==> src/rtl/led_bank_arbiter_pkg.sv <==
// Shared definitions for the LED bank arbiter: FSM state type, default
// data width, requester-count limits and their elaboration-time check.
package led_arb_pkg;

    // Owner FSM states
    typedef enum logic {
        ST_IDLE  = 1'b0,
        ST_OWNED = 1'b1
    } arb_state_t;

    // Default LED/data width
    localparam int LED_WIDTH_DEFAULT = 8;

    // Supported requester count range; the owner index port is 2 bits wide
    localparam int NUM_REQ_MIN = 2;
    localparam int NUM_REQ_MAX = 4;
    localparam int ID_W        = 2;

    // True when a requester count fits the 2-bit owner index
    function automatic bit num_req_ok(input int n);
        return (n >= NUM_REQ_MIN) && (n <= NUM_REQ_MAX);
    endfunction

endpackage

==> src/rtl/led_bank_arbiter_rr_pick.sv <==
// Combinational round-robin picker: returns the first asserted request
// found scanning upward from rr_ptr+1, wrapping modulo NUM_REQ. The
// requester at rr_ptr itself is considered last.
module rr_pick
    import led_arb_pkg::*;
#(
    parameter int NUM_REQ = 3
) (
    input  logic [NUM_REQ-1:0] req,
    input  logic [ID_W-1:0]    rr_ptr,
    output logic               any,
    output logic [ID_W-1:0]    winner
);

    logic [NUM_REQ_MAX-1:0] req_pad;

    assign req_pad = NUM_REQ_MAX'(req);

    // Scan requesters starting after the last owner; first hit wins
    always_comb begin
        int unsigned idx;
        any    = 1'b0;
        winner = '0;
        idx    = 0;
        for (int unsigned i = 1; i <= NUM_REQ; i++) begin
            idx = (32'(rr_ptr) + i) % NUM_REQ;
            if (!any && req_pad[idx[ID_W-1:0]]) begin
                any    = 1'b1;
                winner = idx[ID_W-1:0];
            end
        end
    end

endmodule

==> src/rtl/led_bank_arbiter.sv <==
// LED bank arbiter: shares the LED bank between NUM_REQ requesters with
// round-robin arbitration and a minimum hold time per owner. The owner's
// data is registered onto led one cycle after it is presented.
// Optional build macro LED_IDLE_BLANK_EN: when defined, led is forced to
// zero whenever the bank goes idle; otherwise it keeps the last owner's value.
module led_bank_arbiter
    import led_arb_pkg::*;
#(
    parameter int NUM_REQ     = 3,
    parameter int WIDTH       = LED_WIDTH_DEFAULT,
    parameter int HOLD_CYCLES = 25000000
) (
    input  logic                     clk,
    input  logic                     rst,
    input  logic [NUM_REQ-1:0]       req,
    input  logic [NUM_REQ*WIDTH-1:0] req_data,
    output logic [NUM_REQ-1:0]       gnt,
    output logic [WIDTH-1:0]         led,
    output logic [ID_W-1:0]          active_id,
    output logic                     busy
);

    localparam int CNT_W = $clog2(HOLD_CYCLES + 1);
    localparam logic [CNT_W-1:0] HOLD_MAX = CNT_W'(HOLD_CYCLES);

    if (!num_req_ok(NUM_REQ)) begin : g_bad_num_req
        $error("led_bank_arbiter: NUM_REQ must be 2..4");
    end
    if (HOLD_CYCLES < 1) begin : g_bad_hold
        $error("led_bank_arbiter: HOLD_CYCLES must be >= 1");
    end

    arb_state_t             state;
    logic [ID_W-1:0]        rr_ptr;
    logic [CNT_W-1:0]       hold_cnt;

    logic                   pick_any;
    logic [ID_W-1:0]        pick_w;
    logic [NUM_REQ-1:0]     pick_onehot;
    logic [NUM_REQ_MAX-1:0] req_pad;
    logic [WIDTH-1:0]       data_arr [NUM_REQ_MAX];
    logic                   owner_req;
    logic [WIDTH-1:0]       owner_data;
    logic                   other_pending;

    // Unpack requester data into a fixed-depth array indexed by owner id
    for (genvar g = 0; g < NUM_REQ_MAX; g++) begin : g_data
        if (g < NUM_REQ) begin : g_used
            assign data_arr[g] = req_data[g*WIDTH +: WIDTH];
        end else begin : g_unused
            assign data_arr[g] = '0;
        end
    end

    assign req_pad       = NUM_REQ_MAX'(req);
    assign owner_req     = req_pad[active_id];
    assign owner_data    = data_arr[active_id];
    assign other_pending = |(req & ~gnt);
    assign pick_onehot   = NUM_REQ'(1) << pick_w;

    // The owner sits at rr_ptr and is scanned last, so the same picker
    // serves both IDLE arbitration and preemption.
    rr_pick #(
        .NUM_REQ (NUM_REQ)
    ) u_rr_pick (
        .req    (req),
        .rr_ptr (rr_ptr),
        .any    (pick_any),
        .winner (pick_w)
    );

    // Ownership FSM with registered grant, owner id, busy and LED drive
    always_ff @(posedge clk) begin
        if (rst) begin
            state     <= ST_IDLE;
            gnt       <= '0;
            led       <= '0;
            busy      <= 1'b0;
            active_id <= '0;
            hold_cnt  <= '0;
            rr_ptr    <= ID_W'(NUM_REQ - 1);
        end else begin
            case (state)
                ST_IDLE: begin
                    if (pick_any) begin
                        gnt       <= pick_onehot;
                        active_id <= pick_w;
                        busy      <= 1'b1;
                        rr_ptr    <= pick_w;
                        hold_cnt  <= '0;
                        state     <= ST_OWNED;
                    end
                end
                ST_OWNED: begin
                    if (!owner_req) begin
                        // Release beats preemption; new requests wait for IDLE
                        gnt   <= '0;
                        busy  <= 1'b0;
                        state <= ST_IDLE;
`ifdef LED_IDLE_BLANK_EN
                        led   <= '0;
`else
                        led   <= owner_data;
`endif
                    end else begin
                        led <= owner_data;
                        if ((hold_cnt == HOLD_MAX) && other_pending) begin
                            gnt       <= pick_onehot;
                            active_id <= pick_w;
                            rr_ptr    <= pick_w;
                            hold_cnt  <= '0;
                        end else if (hold_cnt != HOLD_MAX) begin
                            hold_cnt <= hold_cnt + CNT_W'(1);
                        end
                    end
                end
                default: begin
                    state <= ST_IDLE;
                    gnt   <= '0;
                    busy  <= 1'b0;
                end
            endcase
        end
    end

endmodule

==> config.mk <==
export PLATFORM = sky130hd
export DESIGN_NAME = led_bank_arbiter
export DESIGN_NICKNAME = d
export VERILOG_FILES = /design/src/rtl/led_bank_arbiter_pkg.sv /design/src/rtl/led_bank_arbiter_rr_pick.sv /design/src/rtl/led_bank_arbiter.sv
export SDC_FILE = /design/constraint.sdc
export NUM_CORES = 1
export LEC_CHECK = 0
export ABC_AREA = 1
export ABC_CLOCK_PERIOD_IN_PS = 2790
export CORE_MARGIN = 4
export CORE_UTILIZATION = 28
export CTS_BUF_LIST = sky130_fd_sc_hd__clkbuf_8
export CTS_CLUSTER_DIAMETER = 60
export CTS_CLUSTER_SIZE = 8
export DETAILED_ROUTE_END_ITERATION = 8
export GPL_TIMING_DRIVEN = 0
export HOLD_SLACK_MARGIN = 0.06
export PLACE_DENSITY = 0.43
export SLEW_MARGIN = 10
export SYNTH_ARGS = -nofsm -noshare
export SYNTH_HDL_FRONTEND = slang
export SYNTH_HIERARCHICAL = 1
export SYNTH_SLANG_ARGS = --single-unit
==> constraint.sdc <==
create_clock -name clk -period 2.79 [get_ports clk]
set_input_delay 0.558 -clock clk [delete_from_list [all_inputs] [get_ports clk]]
set_output_delay 0.558 -clock clk [all_outputs]
set_load 0.02 [all_outputs]
# == Word-level counts from Yosys, hierarchy flattened ==
# Index checks and enable logic that the tools add are counted.
# word_totals
wordCells,78
romBits,0
memories,0
input_bits,29
mem_bits_rw,0
out_inout_bits,14
latchBits,0
regBits,42
# op_classes
n_reduce_logical,10
shifts,1
addsub,4
n_div,3
magnitude_cmp,5
bitwise_logic,4
eq_ne,8
n_mul,0
mux,36
# ops
operator,count
two-way mux 25 bit,4
remainder unit 32 x 2 -> 32 bit (second input constant),3
one-hot mux 25 bit (2 select lines),1
adder 25 x 1 -> 25 bit (second input constant),1
equality test 25 bit (second input constant),1
inequality test 25 bit (second input constant),1
binary-select mux 8 bit (select 2 bit),1
two-way mux 8 bit,2
< comparator 2 x 3 -> 1 bit (second input constant),4
two-way mux 2 bit,6
two-way mux 1 bit,11
two-way mux 3 bit,3
binary-select mux 1 bit (select 2 bit),4
adder 2 x 2 -> 3 bit (second input constant),2
one-hot mux 3 bit (2 select lines),1
AND reduction 3 bit,2
inequality test 2 x 1 -> 1 bit (second input constant),2
inequality test 2 bit (second input constant),2
one-hot mux 1 bit (2 select lines),2
one-hot mux 2 bit (2 select lines),1
AND reduction 2 bit,2
adder 2 x 1 -> 3 bit (second input constant),1
bitwise AND 3 bit,1
greater-or-equal comparator 3 bit (second input constant),1
9 further kinds,12

# == Logic depth before layout (Yosys ltp) ==
# depth
ltp_word,15
ltp_mapped,14
depth_no_buf,14

# == By module ==
# The synthesis kept the hierarchy.
# by_module_without_submodules
module,area_per_inst_um2,n_inst,cells_each,seq_area_each_um2
led_bank_arbiter,2887.8,1,455,820.8
rr_pick,214.0,1,42,0.0

# == Worst setup path after synthesis ==
# No wires, ideal clock.
# synth_path
path_kind,register to register
start,reg active_id[0]
end,reg rr_ptr[1]
arrival_ns,1.796
n_path_buf,1
setup_time_ns,0.136
path_slack_ns,0.858
period_less_slack_ns,1.932
stages_incl_launch_ff,12
required_ns,2.654
cell_sequence,dfxtp_1 > inv_1 > ha_1 > o21ai_0 > nand2_2 > nand4_1 > nand2_1 > nand2_4 > nand2_4 > buf_6 > nand2_1 > o211ai_2
# synth_between
elab_chain_cells,4
# synth_rtl
element,line_no,source
from (decl),led_bank_arbiter.sv:19,"output logic [ID_W-1:0] active_id,"
from (signal assigned),led_bank_arbiter.sv:87,active_id <= pick_w;
from (signal assigned),led_bank_arbiter.sv:109,active_id <= pick_w;
binary-select mux 1 bit (select 2 bit),led_bank_arbiter.sv:56,assign owner_req = req_pad[active_id];
two-way mux 1 bit (not written as such),led_bank_arbiter.sv:56,
inequality test 2 x 1 -> 1 bit (no line),--,
AND reduction 3 bit (no line),--,
to (signal assigned),led_bank_arbiter.sv:81,rr_ptr <= ID_W'(NUM_REQ - 1);
to (signal assigned),led_bank_arbiter.sv:89,rr_ptr <= pick_w;
to (signal assigned),led_bank_arbiter.sv:110,rr_ptr <= pick_w;
to (decl),led_bank_arbiter.sv:34,logic [ID_W-1:0] rr_ptr;
# Every way passes these cells. The select of a mux whose other input is x is not followed.
# A chain may end at the register's enable or synchronous reset.

# == Final worst setup path ==
# layout_path
start,reg active_id[0]
end,reg hold_cnt[12]
# layout_between
elab_chain_cells,4
# layout_rtl
element,line_no,source
binary-select mux 1 bit (select 2 bit),led_bank_arbiter.sv:56,
two-way mux 1 bit (not written as such),led_bank_arbiter.sv:56,
inequality test 2 x 1 -> 1 bit (no line),--,
AND reduction 3 bit (no line),--,
to (signal assigned),led_bank_arbiter.sv:113,hold_cnt <= hold_cnt + CNT_W'(1);
to (decl),led_bank_arbiter.sv:35,logic [CNT_W-1:0] hold_cnt;
# Every way passes these cells. The select of a mux whose other input is x is not followed.

==> flow_summary.yaml <==
floorplan:
  die_height_um: 113.3
  dieWidth_um: 113.3
  fp.coreArea_sq_um: 10840
  die_area_sq_um: 12830
  initial_core_util: 0.2861
  io_pins: 43
  rows: 38
global_route:
  grt_max_degree: 15
  grt_pass1_vias: 3315
  grt-ovfl-total: 0
  grt_pass1_wl_um: 16190
  grt.total_usage: 0.1558
  antenna_found_initial: 0
critical_path:
  worstPathRequired_ns: 3.02
  endpoint_kind: "flop"
  path_max_fanout: 10
  cp_data_arrival_time_ns: 2.54
  worstSetupPathType: "reg2reg"
  startpoint_type: "flop"
layout:
  diodes: 0
  nNetsFinal: 578
  register_area_sq_um: 820.8
  area_delta_synth_final_pct: 22.59
  multi_input_area_sq_um: 1958
  drive_above_1_share: 0.1465
  fill_cells: 1220
timing:
  fmax_ghz: 0.4329
  clock_skew_ns: 0.01363
  fin_crit_ns: 2.310
  tns_ns: 0
  setup_viol: 0
  relSlewSlack: 0.5311
  fin_crit_sh: 0.8280
  timing.hold.ws_ns: 0.4918
  slew_violations: 0
  hold_viol: 0
  worstMarginPinSlew_ns: 0.7033
  grt_setup_unrepaired: "no"
clock_tree:
  path_clk_slew_ns: 0.09
  cts_hold_buf: 0
  cts.sinks: 41
  postCtsSetupBuffers: 0
  ctsResizeCount: 0
  root_buffer: "clkbuf_8"
  clk_latency_ns: 0.30
  clock_path_buffers: 2
  cts_tree: "yes"
  h-tree-depth: 2
  cts_made_buffers: 5
route:
  route.detailed.drc: 0
  vias: 3213
  drt_iter0_drc: 167
  detail-route-antenna-nets: 0
  vias_per_cell: 4.684
  drt_wl_total_um: 9603
  drt_pass1_iterations: 4
  wl_per_cell_um: 14.00
synthesis:
  synth.distinct_cells: 35
  syn_area_sq_um: 3102
  synth.avg_cell_area_sq_um: 6.241
  synth_top_cell_area_share: 0.2646
  synth_edf_count: 0
  netlist_instances: 497
  synth_top_area_cell: "dfxtp_1"
  synth.net_count: 530
  ys_async_sr_fraction: 0
  synth-seq-cells: 41
  synth_area_leaders: "dfxtp_1 (26%), nand2_1 (15%), nor2_1 (9.8%), nand3_1 (6.3%), inv_1 (6.2%)"
  synth-main-ff-cell: "dfxtp_1"
  ys_seq_area_frac: 0.2646
  yosysWarnings: 6
power_and_ir_drop:
  peakVddDrop_uv: 296.9
  finalPower_w: 0.003289
  p_per_area_nw_per_um2: 864.9
  cellLeakagePower_nw: 1.465
placement:
  portBuffers: 41
  place.gp.congestion: 0.8449
  hpwl_um: 7501
hold_path:
  hold_path.class: "reg2reg"
run:
  cap_violations: 0
status:
  status: "complete, no violations"
## per-layer routing
| metal | wire (um) | part of all wire | global-route usage |
|---|---|---|---|
| met1 | 4709 | 0.49 | 0.2025 |
| met4 | 91 | 0.0095 | 0.03686 |
| met2 | 4372 | 0.46 | 0.2591 |
| met3 | 429 | 0.045 | 0.03957 |
| met5 | 0 | 0 | 0 |
## cell usage in the layout (no fill, tap or decap), types with 2 or more instances in the layout
| master | n |
|---|---|
| dfxtp_1 | 41 |
| buf_6 | 4 |
| clkbuf_8 | 5 |
| xor2_1 | 5 |
| buf_2 | 3 |
| nor2_2 | 6 |
| o21ai_2 | 2 |
| a21oi_2 | 6 |
| nand3_1 | 39 |
| a21oi_1 | 16 |
| nand2_1 | 122 |
| inv_1 | 51 |
| nor2_4 | 6 |
| a31oi_1 | 9 |
| ha_1 | 4 |
| nand2_2 | 18 |
| nand4_1 | 19 |
| nand3_4 | 2 |
| nand3_2 | 7 |
| clkdlybuf4s50_1 | 41 |
| nand2_4 | 4 |
| nor2_1 | 81 |
| o21ai_0 | 20 |
| buf_4 | 2 |
| nor3_1 | 9 |
| inv_2 | 7 |
| clkbuf_1 | 4 |
## worst paths after layout
check	from	to	slack, ns	cells after the start
worst max register to register	active_id[0]	hold_cnt[12]	0.48	12
worst max-delay path	active_id[0]	hold_cnt[12]	0.48	12
worst min-delay path	gnt[1]	gnt[1]	0.49	2
worst min register to register	gnt[1]	gnt[1]	0.49	2
## layout make-up
| cell class | count | share of cell area |
|---|---|---|
| Multi-Input combinational cell | 382 | 0.5150 |
| Sequential cell | 41 | 0.2159 |
| Timing Repair Buffer | 41 | 0.1079 |
| Inverter | 60 | 0.06022 |
| Tap cell | 140 | 0.04607 |
| Buffer | 14 | 0.02468 |
| Clock buffer | 5 | 0.01810 |
| Clock inverter | 3 | 0.01218 |
## metrics by stage
stage	util	cell area (sq um)	std cells	setup slack, ns
2_1_floorplan	-	3102	497	0.8575
3_3_place_gp	0.3401	3687	678	0.1944
3_5_place_dp	0.3401	3687	678	0.1818
4_1_cts	0.3508	3802	686	0.4640
5_1_grt	0.3508	3802	686	0.2465
6_report	0.3508	3802	686	0.4800
## power by group
part           internal [W]  total (W)  leakage [nW]  switching (W)
logic              0.000682    0.00190          1.08        0.00122
registers          0.000737   0.000874         0.335       0.000137
clock network      0.000269   0.000513        0.0543       0.000245
## cells by family after synthesis
| kind of cell | Yosys count | share of synthesized area |
|---|---|---|
| xor+xnor | 6 | 0.01694 |
| simple gates | 318 | 0.4954 |
| compound gates | 54 | 0.1029 |
| buf+inv | 74 | 0.1041 |
| flops | 41 | 0.2646 |
| fa+ha+maj | 4 | 0.01614 |
## state kept, by name, summed over array words and instances (netlist names)
name,flops
hold_cnt,25
led,8
gnt,3
active_id,2
busy,1
rr_ptr,1
state,1
## critical path, stage by stage, from the launching register on
cell     delay, ns
dfxtp_1       0.42
inv_1         0.07
ha_1          0.40
inv_2         0.13
nand3_1       0.10
nand2_1       0.11
nand4_1       0.19
nand2_1       0.19
nand2_4       0.12
nand2_4       0.13
buf_6         0.16
nand3_1       0.07
a21oi_1       0.15
## synth_stat cells, types with 4 or more instances
master / number
nand3_1: 39
dfxtp_1: 41
nand2_1: 122
nand2_2: 18
inv_2: 7
nor2_1: 81
nand4_1: 19
nand3_2: 7
a21oi_2: 6
nor2_2: 6
xor2_1: 5
a21oi_1: 16
a31oi_1: 9
nand2_4: 4
nor3_1: 9
buf_6: 4
inv_1: 51
nor2_4: 6
ha_1: 4
clkbuf_1: 4
o21ai_0: 20
Power figures use the tool's default switching activity.
